--- config.mk ---
export PLATFORM = sky130hd
export DESIGN_NAME = multi_sine_pwm
export DESIGN_NICKNAME = d
export VERILOG_FILES = /design/src/rtl/multi_sine_pwm.sv
export SDC_FILE = /design/constraint.sdc
export NUM_CORES = 1
export LEC_CHECK = 0
export BUFFER_PORTS_ARGS = -buffer_cell sky130_fd_sc_hd__buf_2
export CAP_MARGIN = 20
export CORE_MARGIN = 2
export CORE_UTILIZATION = 35
export DETAILED_ROUTE_END_ITERATION = 8
export MAX_ROUTING_LAYER = met4
export PLACE_DENSITY_LB_ADDON = 0.08
export SLEW_MARGIN = 20
export SYNTH_ARGS = -nofsm -noshare
export SYNTH_HDL_FRONTEND = slang
export SYNTH_SLANG_ARGS = --single-unit
--- constraint.sdc ---
create_clock -name clk -period 14.08 [get_ports clk]
set_input_delay 3.52 -clock clk [delete_from_list [all_inputs] [get_ports clk]]
set_output_delay 3.52 -clock clk [all_outputs]
set_load 0.005 [all_outputs]
--- src/rtl/multi_sine_pwm.sv ---
`default_nettype none
// ============================================================================
// multi_sine_pwm : multi-channel DDS sine-weighted PWM generator
// Revision      : 1.0
// ============================================================================
module multi_sine_pwm #(
  parameter int unsigned CHANNELS   = 2,
  parameter int unsigned PWM_BITS   = 8,
  parameter int unsigned PHASE_BITS = 24,
  parameter logic        IDLE_LEVEL = 1'b1
) (
  input  logic                  clk,
  input  logic                  rst_n,
  input  logic                  en,
  input  logic [PHASE_BITS-1:0] freq_word,
  input  logic [8*CHANNELS-1:0] phase_offset,
  input  logic [7:0]            amplitude,
  output logic [CHANNELS-1:0]   pwm,
  output logic                  period_tick,
  output logic                  busy
);

  localparam logic [1:0] ST_IDLE   = 2'd0;
  localparam logic [1:0] ST_LOOKUP = 2'd1;
  localparam logic [1:0] ST_SCALE  = 2'd2;
  localparam logic [1:0] ST_STORE  = 2'd3;

  localparam logic [PWM_BITS-1:0] CNT_MAX = '1;
  localparam logic [2:0]          LAST_CH = 3'(CHANNELS - 1);

  // Quarter-wave table: SINE_QTR[j] = floor(128 + 127.5*sin(2*pi*j/256)), j = 0..64
  localparam logic [7:0] SINE_QTR [0:64] = '{
    8'd128, 8'd131, 8'd134, 8'd137, 8'd140, 8'd143, 8'd146, 8'd149,
    8'd152, 8'd155, 8'd158, 8'd162, 8'd165, 8'd167, 8'd170, 8'd173,
    8'd176, 8'd179, 8'd182, 8'd185, 8'd188, 8'd190, 8'd193, 8'd196,
    8'd198, 8'd201, 8'd203, 8'd206, 8'd208, 8'd211, 8'd213, 8'd215,
    8'd218, 8'd220, 8'd222, 8'd224, 8'd226, 8'd228, 8'd230, 8'd232,
    8'd234, 8'd235, 8'd237, 8'd238, 8'd240, 8'd241, 8'd243, 8'd244,
    8'd245, 8'd246, 8'd248, 8'd249, 8'd250, 8'd250, 8'd251, 8'd252,
    8'd253, 8'd253, 8'd254, 8'd254, 8'd254, 8'd255, 8'd255, 8'd255,
    8'd255
  };

  generate
    if (CHANNELS < 1 || CHANNELS > 8) begin : g_bad_channels
      $error("multi_sine_pwm: CHANNELS must be 1..8");
    end
    if (PWM_BITS < 8 || PWM_BITS > 16) begin : g_bad_pwm_bits
      $error("multi_sine_pwm: PWM_BITS must be 8..16");
    end
    if (PHASE_BITS < 8) begin : g_bad_phase_bits
      $error("multi_sine_pwm: PHASE_BITS must be >= 8");
    end
    if ((2 ** PWM_BITS) < (4 * CHANNELS + 4)) begin : g_bad_period
      $error("multi_sine_pwm: PWM period too short for the duty sequencer");
    end
  endgenerate

  // Lower half of the wave is the mirrored upper half; 255-v is exact there
  // because 127.5*sin never lands on an integer except at index 0/128.
  function automatic logic [7:0] sine_lut(input logic [7:0] k);
    logic [6:0] j;
    logic [6:0] m;
    logic [7:0] v;
    j = k[6:0];
    m = (j <= 7'd64) ? j : (~j + 7'd1);
    v = SINE_QTR[m];
    return (k[7] && (j != 7'd0)) ? (8'd255 - v) : v;
  endfunction

  logic [PWM_BITS-1:0]                cnt_q, cnt_d;
  logic [PHASE_BITS-1:0]              phase_acc_q, phase_acc_d;
  logic [PHASE_BITS-1:0]              freq_q, freq_d;
  logic [7:0]                         amp_q, amp_d;
  logic [8*CHANNELS-1:0]              offset_q, offset_d;
  logic [1:0]                         state_q, state_d;
  logic [2:0]                         ch_q, ch_d;
  logic [7:0]                         lut_q, lut_d;
  logic [7:0]                         sample_q, sample_d;
  logic [CHANNELS-1:0][PWM_BITS-1:0]  shadow_q, shadow_d;
  logic [CHANNELS-1:0][PWM_BITS-1:0]  active_q, active_d;
  logic [CHANNELS-1:0]                pwm_q, pwm_d;

  logic [7:0]          offset_sel;
  logic [7:0]          lut_index;
  logic signed [8:0]   lut_diff;
  logic signed [17:0]  scaled_prod;
  logic [7:0]          scaled_sample;
  logic [PWM_BITS-1:0] duty;

  always_comb begin
    offset_sel = '0;
    for (int c = 0; c < CHANNELS; c++) begin
      if (ch_q == 3'(c)) begin
        offset_sel = offset_q[8*c +: 8];
      end
    end
    lut_index     = phase_acc_q[PHASE_BITS-1 -: 8] + offset_sel;
    lut_diff      = $signed({1'b0, lut_q}) - 9'sd128;
    scaled_prod   = lut_diff * $signed({1'b0, amp_q});
    // Arithmetic shift floors toward -inf; the +128 result always fits 0..254.
    scaled_sample = 8'(scaled_prod >>> 8) + 8'd128;
    duty          = PWM_BITS'(sample_q) << (PWM_BITS - 8);
  end

  always_comb begin
    cnt_d       = cnt_q + 1'b1;
    phase_acc_d = phase_acc_q;
    freq_d      = freq_q;
    amp_d       = amp_q;
    offset_d    = offset_q;
    state_d     = state_q;
    ch_d        = ch_q;
    lut_d       = lut_q;
    sample_d    = sample_q;
    shadow_d    = shadow_q;
    active_d    = active_q;

    if (cnt_q == '0) begin
      freq_d   = freq_word;
      amp_d    = amplitude;
      offset_d = phase_offset;
    end

    if (cnt_q == CNT_MAX) begin
      phase_acc_d = phase_acc_q + freq_q;
      active_d    = shadow_q;
    end

    case (state_q)
      ST_IDLE: begin
        if (cnt_q == '0) begin
          state_d = ST_LOOKUP;
          ch_d    = 3'd0;
        end
      end
      ST_LOOKUP: begin
        lut_d   = sine_lut(lut_index);
        state_d = ST_SCALE;
      end
      ST_SCALE: begin
        sample_d = scaled_sample;
        state_d  = ST_STORE;
      end
      ST_STORE: begin
        for (int c = 0; c < CHANNELS; c++) begin
          if (ch_q == 3'(c)) begin
            shadow_d[c] = duty;
          end
        end
        if (ch_q == LAST_CH) begin
          state_d = ST_IDLE;
        end else begin
          ch_d    = ch_q + 3'd1;
          state_d = ST_LOOKUP;
        end
      end
      default: state_d = ST_IDLE;
    endcase

    for (int c = 0; c < CHANNELS; c++) begin
      pwm_d[c] = en ? (cnt_q < active_q[c]) : IDLE_LEVEL;
    end
  end

  always_ff @(posedge clk) begin
    if (!rst_n) begin
      cnt_q       <= '0;
      phase_acc_q <= '0;
      freq_q      <= '0;
      amp_q       <= '0;
      offset_q    <= '0;
      state_q     <= ST_IDLE;
      ch_q        <= 3'd0;
      lut_q       <= '0;
      sample_q    <= '0;
      shadow_q    <= '0;
      active_q    <= '0;
      pwm_q       <= {CHANNELS{IDLE_LEVEL}};
    end else begin
      cnt_q       <= cnt_d;
      phase_acc_q <= phase_acc_d;
      freq_q      <= freq_d;
      amp_q       <= amp_d;
      offset_q    <= offset_d;
      state_q     <= state_d;
      ch_q        <= ch_d;
      lut_q       <= lut_d;
      sample_q    <= sample_d;
      shadow_q    <= shadow_d;
      active_q    <= active_d;
      pwm_q       <= pwm_d;
    end
  end

  // Gated by rst_n so the counter's reset value of 0 does not raise a tick.
  assign period_tick = rst_n && (cnt_q == '0);
  assign busy        = (state_q != ST_IDLE);
  assign pwm         = pwm_q;

endmodule
`default_nettype wire

==> flow_metrics.env, run 1 <==
export IMPL_nNetsFinal=1448
export IMPL_syn_inst=1236
export IMPL_fin_worst_skew_ns=0.0106
export IMPL_die_height_um=174
export IMPL_syn_to_final_growth_pct=12.1
export IMPL_synth_top_family_by_area="adder cells"
export IMPL_final_area_sq_um=11300
export IMPL_cts_root_buf="clkbuf_16"
export IMPL_yosys_top_cells_area="dfxtp_1, ha_1, fa_1, nand2_1, a21boi_0"
export IMPL_synth_mux_area_frac=0.0113
export IMPL_cp_required_ns=10.56
export IMPL_drt_wl_total_mm=23.1
export IMPL_finalCriticalPeriod_ns=7.70
export IMPL_worstSetupStartpointType="input port"
export IMPL_crit_fanout=48
export IMPL_instances_no_fill=1651
export IMPL_syn_area_sq_um=10100
export IMPL_synthFlopType="dfxtp_1"
export IMPL_async_flop_share=0
export IMPL_synth_fa_ha_area_frac=0.215
export IMPL_drc=0
export IMPL_ys_seq_elements=135
export IMPL_grt_setup_unrepaired="false"
export IMPL_clk_latency_ns=0.42
export IMPL_diodes=0
export IMPL_pin_count=55
export IMPL_hold_ws_ns=0.459
export IMPL_drt_iter0_drc=324
export IMPL_hp_class="reg -> reg"
export IMPL_viasPerCell=4.82
export IMPL_die_w_um=174
export IMPL_grt_pass1_vias=8078
export IMPL_finalSetupViolCount=0
export IMPL_cts_resized=0
export IMPL_yosysTopAreaCellShare=0.269
export IMPL_finalHoldViolCount=0
export IMPL_yosys_area_share_xor_xnor=0.0347
export IMPL_ys_warn_count=0
export IMPL_synth_most_common_cell="nand2_1"
export IMPL_synth_cell_types=69
export IMPL_grt_use_total=0.167
export IMPL_routabilityCongestion=0.794
export IMPL_hold_buffers=0
export IMPL_setup_tns_ns=0
export IMPL_cts_tree="done"
export IMPL_die_area_sq_um=30100
export IMPL_cts_max_path_buffers=2
export IMPL_postRouteAntennaNets=0
export IMPL_place_inst=1620
export IMPL_placementRows=62
export IMPL_clkTransAtPathRegs_ns=0.06
export IMPL_cts_buffers=17
export IMPL_place_area_sq_um=10600
export IMPL_synth_compound_area_frac=0.190
export IMPL_cts_sinks=135
export IMPL_ir_worst_vdd_mv=0.0768
export IMPL_fmax_mhz=130
export IMPL_antenna_found_initial=0
export IMPL_wl_per_cell_um=14.0
export IMPL_max_slew_margin=0.278
export IMPL_timing_final_crit_share=0.547
export IMPL_power_mw=1.44
export IMPL_cap_violations=0
export IMPL_ys_top_cells_by_count="nand2_1, dfxtp_1, inv_1"
export IMPL_start_util=0.353
export IMPL_grt_overflow=0
export IMPL_h_tree_depth=4
export IMPL_yosys_area_share_simple=0.212
export IMPL_tightestPinTransition_ns=1.08
export IMPL_grt_pass1_wl_mm=40.2
export IMPL_drv_slew=0
export IMPL_via_count=7961
export IMPL_worstPathArrival_ns=4.18
export IMPL_ys_seq_area_frac=0.269
export IMPL_crit_path_end_kind="output pin"
export IMPL_synth_edf_count=0
export IMPL_port_buffers=54
export IMPL_dp_hpwl_mm=17.0
export IMPL_grt_max_degree=102
export IMPL_cts_setup_buffers=0
export IMPL_core_area_sq_um=28500
export IMPL_outcome="completed"
export IMPL_critical_path_class="in -> out"
export IMPL_synth_avg_cell_area_sq_um=8.14
export IMPL_p_per_area_nw_per_um2=128
export IMPL_firstDrtPassIters=4
export IMPL_drive_gt1_frac=0.0884
export IMPL_p_leak_nw=4.79
export IMPL_yosys_area_top_type="dfxtp_1"
export IMPL_synth_fp_nets=1428
-- area by class of cell --
type	instances	area, sq um
Inverter	116	435
Fill cell	2975	17200
Clock buffer	23	508
Sequential cell	135	2700
Tap cell	384	480
Timing Repair Buffer	63	338
Multi-Input combinational cell	923	6690
Clock inverter	7	116
-- layout by cell type, fill, tap and decap left out, types with 37 or more instances in the layout --
cell        n
dfxtp_1   135
buf_2      54
o21ai_0    53
nand2_1   235
fa_1       53
a21oi_1    42
a21boi_0   91
inv_1     115
nand3_1    37
ha_1       88
and2_1     45
-- metrics by stage --
stage / util / setup WS [ns]
6_report: 0.396 / 6.38
5_1_grt: 0.396 / 6.31
4_1_cts: 0.396 / 6.35
3_5_place_dp: 0.374 / 6.36
3_3_place_gp: 0.374 / 6.35
2_1_floorplan: - / 6.41
-- sequential cells by signal, summed over array words and instances (netlist names) --
signal,flops
active_q,16
state_q,2
shadow_q,16
amp_q,8
duty,8
cnt_q,8
lut_q,8
freq_q,24
phase_acc_q,24
ch_q,3
offset_q,16
pwm,2
-- kinds of logic after synthesis --
logic type | after synthesis
muxes | 11
adders and majority gates | 141
xor gates and xnor gates | 39
buffers and inverters | 178
DFF | 135
AOI/OAI and AO/OA | 280
and+or+nand+nor | 452
-- worst paths after layout --
kind,from,slack [ns],end,cells after the start
min,offset_q[2],0.46,offset_q[2],2
max reg2reg,ch_q[0],8.76,lut_q[0],19
min reg2reg,offset_q[2],0.46,offset_q[2],2
max,rst_n,6.38,period_tick,3
-- worst max-delay path, cell delays in order --
cell and delay [ns]:
buf_4 0.36, and2_1 0.19, buf_2 0.10
-- power by group --
group | total [mW] | internal (mW) | switching [mW]
Combinational | 0.499 | 0.215 | 0.284
Clock | 0.476 | 0.305 | 0.171
Sequential | 0.464 | 0.416 | 0.0484
Total | 1.44 | 0.936 | 0.504
-- routing by layer --
layer / up-vias / wire length (um) / track usage
met5: - / 0 / -
met4: 0 / 244 / 0.0403
met3: 14 / 496 / 0.0254
met2: 70 / 10800 / 0.272
met1: 3707 / 11600 / 0.218
li1: 4170 / - / -
(Power assumes the default switching activity.)
==> inputs of run 2 (changes only) <==
==> constraint.sdc (replaced) <==
create_clock -name clk -period 7.7 [get_ports clk]
set_input_delay 1.925 -clock clk [delete_from_list [all_inputs] [get_ports clk]]
set_output_delay 1.925 -clock clk [all_outputs]
set_load 0.005 [all_outputs]
==> run 2 against run 1 <==
Global-route usage shrank 0.17 points. First-iteration DRC count decreased by 4.0%. Die area unchanged. Hold slack gained 0.0077 ns. Clock power grew 68%. Non-clock buffer count down 2. Critical path type is now reg -> reg.
==> flow_metrics.env, run 2 (synthesized netlist as in run 1, its figures left out) <==
export IMPL_grt_max_degree=108
export IMPL_hold_ws_ns=0.467
export IMPL_nNetsFinal=1446
export IMPL_hp_class="reg -> reg"
export IMPL_crit_top_cell="ha_1"
export IMPL_setup_tns_ns=0
export IMPL_cts_buffers=17
export IMPL_cts_sinks=135
export IMPL_start_util=0.353
export IMPL_grt_pass1_vias=8059
export IMPL_port_buffers=54
export IMPL_via_count=8045
export IMPL_drv_slew=0
export IMPL_outcome="completed"
export IMPL_worstPathCellList="inv_1 -> ha_1 -> inv_1 -> and3_1 -> a21oi_1 -> nor2_1 -> ha_1 -> fa_1 -> a211o_1 -> and4_1 -> or3_1 -> o41ai_2 -> mux2i_2 -> ha_1 -> nand2b_1 -> a211oi_1 -> a311oi_1 -> a32oi_1 -> xnor2_1 -> a21oi_1"
export IMPL_worstSetupStartpointType="flop"
export IMPL_die_area_sq_um=30100
export IMPL_placementRows=62
export IMPL_wl_per_cell_um=14.0
export IMPL_ir_worst_vdd_mv=0.101
export IMPL_routabilityCongestion=0.821
export IMPL_dp_hpwl_mm=16.9
export IMPL_largestRegisters="freq_q x24, phase_acc_q x24"
export IMPL_drt_iter0_drc=311
export IMPL_clkTransAtPathRegs_ns=0.07
export IMPL_drt_wl_total_mm=23.2
export IMPL_crit_fanout=19
export IMPL_grt_setup_unrepaired="false"
export IMPL_cts_tree="done"
export IMPL_mostFrequentLayoutCell="nand2_1"
export IMPL_fin_worst_skew_ns=0.0152
export IMPL_drive_gt1_frac=0.0892
export IMPL_power_switching_mw=0.957
export IMPL_viasPerCell=4.87
export IMPL_cp_required_ns=8.00
export IMPL_firstDrtPassIters=4
export IMPL_finalCriticalPeriod_ns=5.61
export IMPL_p_per_area_nw_per_um2=228
export IMPL_core_area_sq_um=28500
export IMPL_p_sw_frac=0.374
export IMPL_combPwrFrac=0.355
export IMPL_seqPwrFrac=0.332
export IMPL_final_cell_mix="nand2_1, dfxtp_1, inv_1, a21boi_0, ha_1"
export IMPL_finish_utilization=0.394
export IMPL_postRouteAntennaNets=0
export IMPL_p_leak_nw=4.74
export IMPL_antenna_found_initial=2
export IMPL_timing_final_crit_share=0.728
export IMPL_tightestPinTransition_ns=1.10
export IMPL_drc=0
export IMPL_max_slew_margin=0.259
export IMPL_clk_latency_ns=0.42
export IMPL_cap_violations=0
export IMPL_grt_use_total=0.165
export IMPL_cts_root_buf="clkbuf_16"
export IMPL_hold_buffers=0
export IMPL_cts_setup_buffers=0
export IMPL_worstPathArrival_ns=5.91
export IMPL_die_height_um=174
export IMPL_fmax_mhz=178
export IMPL_grt_overflow=0
export IMPL_finalSetupViolCount=0
export IMPL_pin_count=55
export IMPL_critical_path_class="reg -> reg"
export IMPL_finalHoldViolCount=0
export IMPL_h_tree_depth=4
export IMPL_fill_cells=3027
export IMPL_crit_path_end_kind="flop"
export IMPL_die_w_um=174
export IMPL_slowest_stage="ha_1"
export IMPL_cts_resized=0
export IMPL_pwr_share_clk=0.313
export IMPL_cts_max_path_buffers=2
export IMPL_cpPeakStageDelay_ns=0.61
export IMPL_grt_pass1_wl_mm=39.8
export IMPL_intPower_mw=1.60
export IMPL_syn_to_final_growth_pct=11.5
[run 2: cell count changes in the layout (fill, tap and decap cells not counted), sizes merged]
cell | before | now
clkbuf | 23 | 17
inv | 116 | 122
buf | 63 | 61
clkinvlp | 1 | 5
bufinv | 3 | 1
diode | 0 | 2
[run 2: layout make-up]
type,count,area (sq um),share of cell area
multi-input cells,923,6700,0.597
flip-flops and latches,135,2700,0.241
well taps,384,480,0.0428
inverters,116,435,0.0388
clock buffers,17,425,0.0379
repair buffers,61,325,0.0290
clock inverters,15,145,0.0129
diodes,2,5.00,0.000446
[run 2: worst max-delay path, delay by kind of cell, from the launching register on]
family	cells	cell delay, ns
flip-flops	1	0.31
XOR/XNOR	1	0.14
AND/OR/NAND/NOR	5	1.21
buffers and inverters	2	0.39
multiplexers	1	0.57
adder cells (fa/ha/maj)	4	1.65
AO/OA/AOI/OAI	7	1.23
[run 2: power by group through the flow]
stage	clock, mW	sequential [mW]	combinational (mW)
after floorplan	0	0.806	0.763
after global placement	0	0.869	0.917
after detailed placement	0	0.869	0.920
final	0.801	0.850	0.910
after global routing	0.857	0.862	1.06
after CTS	0.829	0.853	0.929
[run 2: per-stage QoR]
| step | area (sq um) | setup slack, ns | cells | power (mW) |
|---|---|---|---|---|
| 2_1_floorplan | 10100 | 2.98 | 1236 | 1.57 |
| 3_3_place_gp | 10600 | 2.19 | 1618 | 1.79 |
| 3_5_place_dp | 10600 | 2.09 | 1618 | 1.79 |
| 4_1_cts | 11200 | 2.09 | 1650 | 2.61 |
| 5_1_grt | 11200 | 1.73 | 1653 | 2.78 |
| 6_report | 11200 | 2.09 | 1653 | 2.56 |
[run 2: metal layers]
layer  track usage  up-vias  routed length (um)
li1              -     4182                   -
met1         0.210     3778               11500
met2         0.275       76               11000
met3        0.0292        9                 578
met4        0.0367        0                 181
met5             -        -                   0
[run 2: path summary, 6_finish.rpt]
| check | depth (start not counted) | slack [ns] | end | startpoint |
|---|---|---|---|---|
| min reg2reg | 2 | 0.47 | active_q[13] | shadow_q[13] |
| max | 20 | 2.09 | lut_q[0] | ch_q[1] |
| max reg2reg | 20 | 2.09 | lut_q[0] | ch_q[1] |
| min | 2 | 0.47 | active_q[13] | shadow_q[13] |
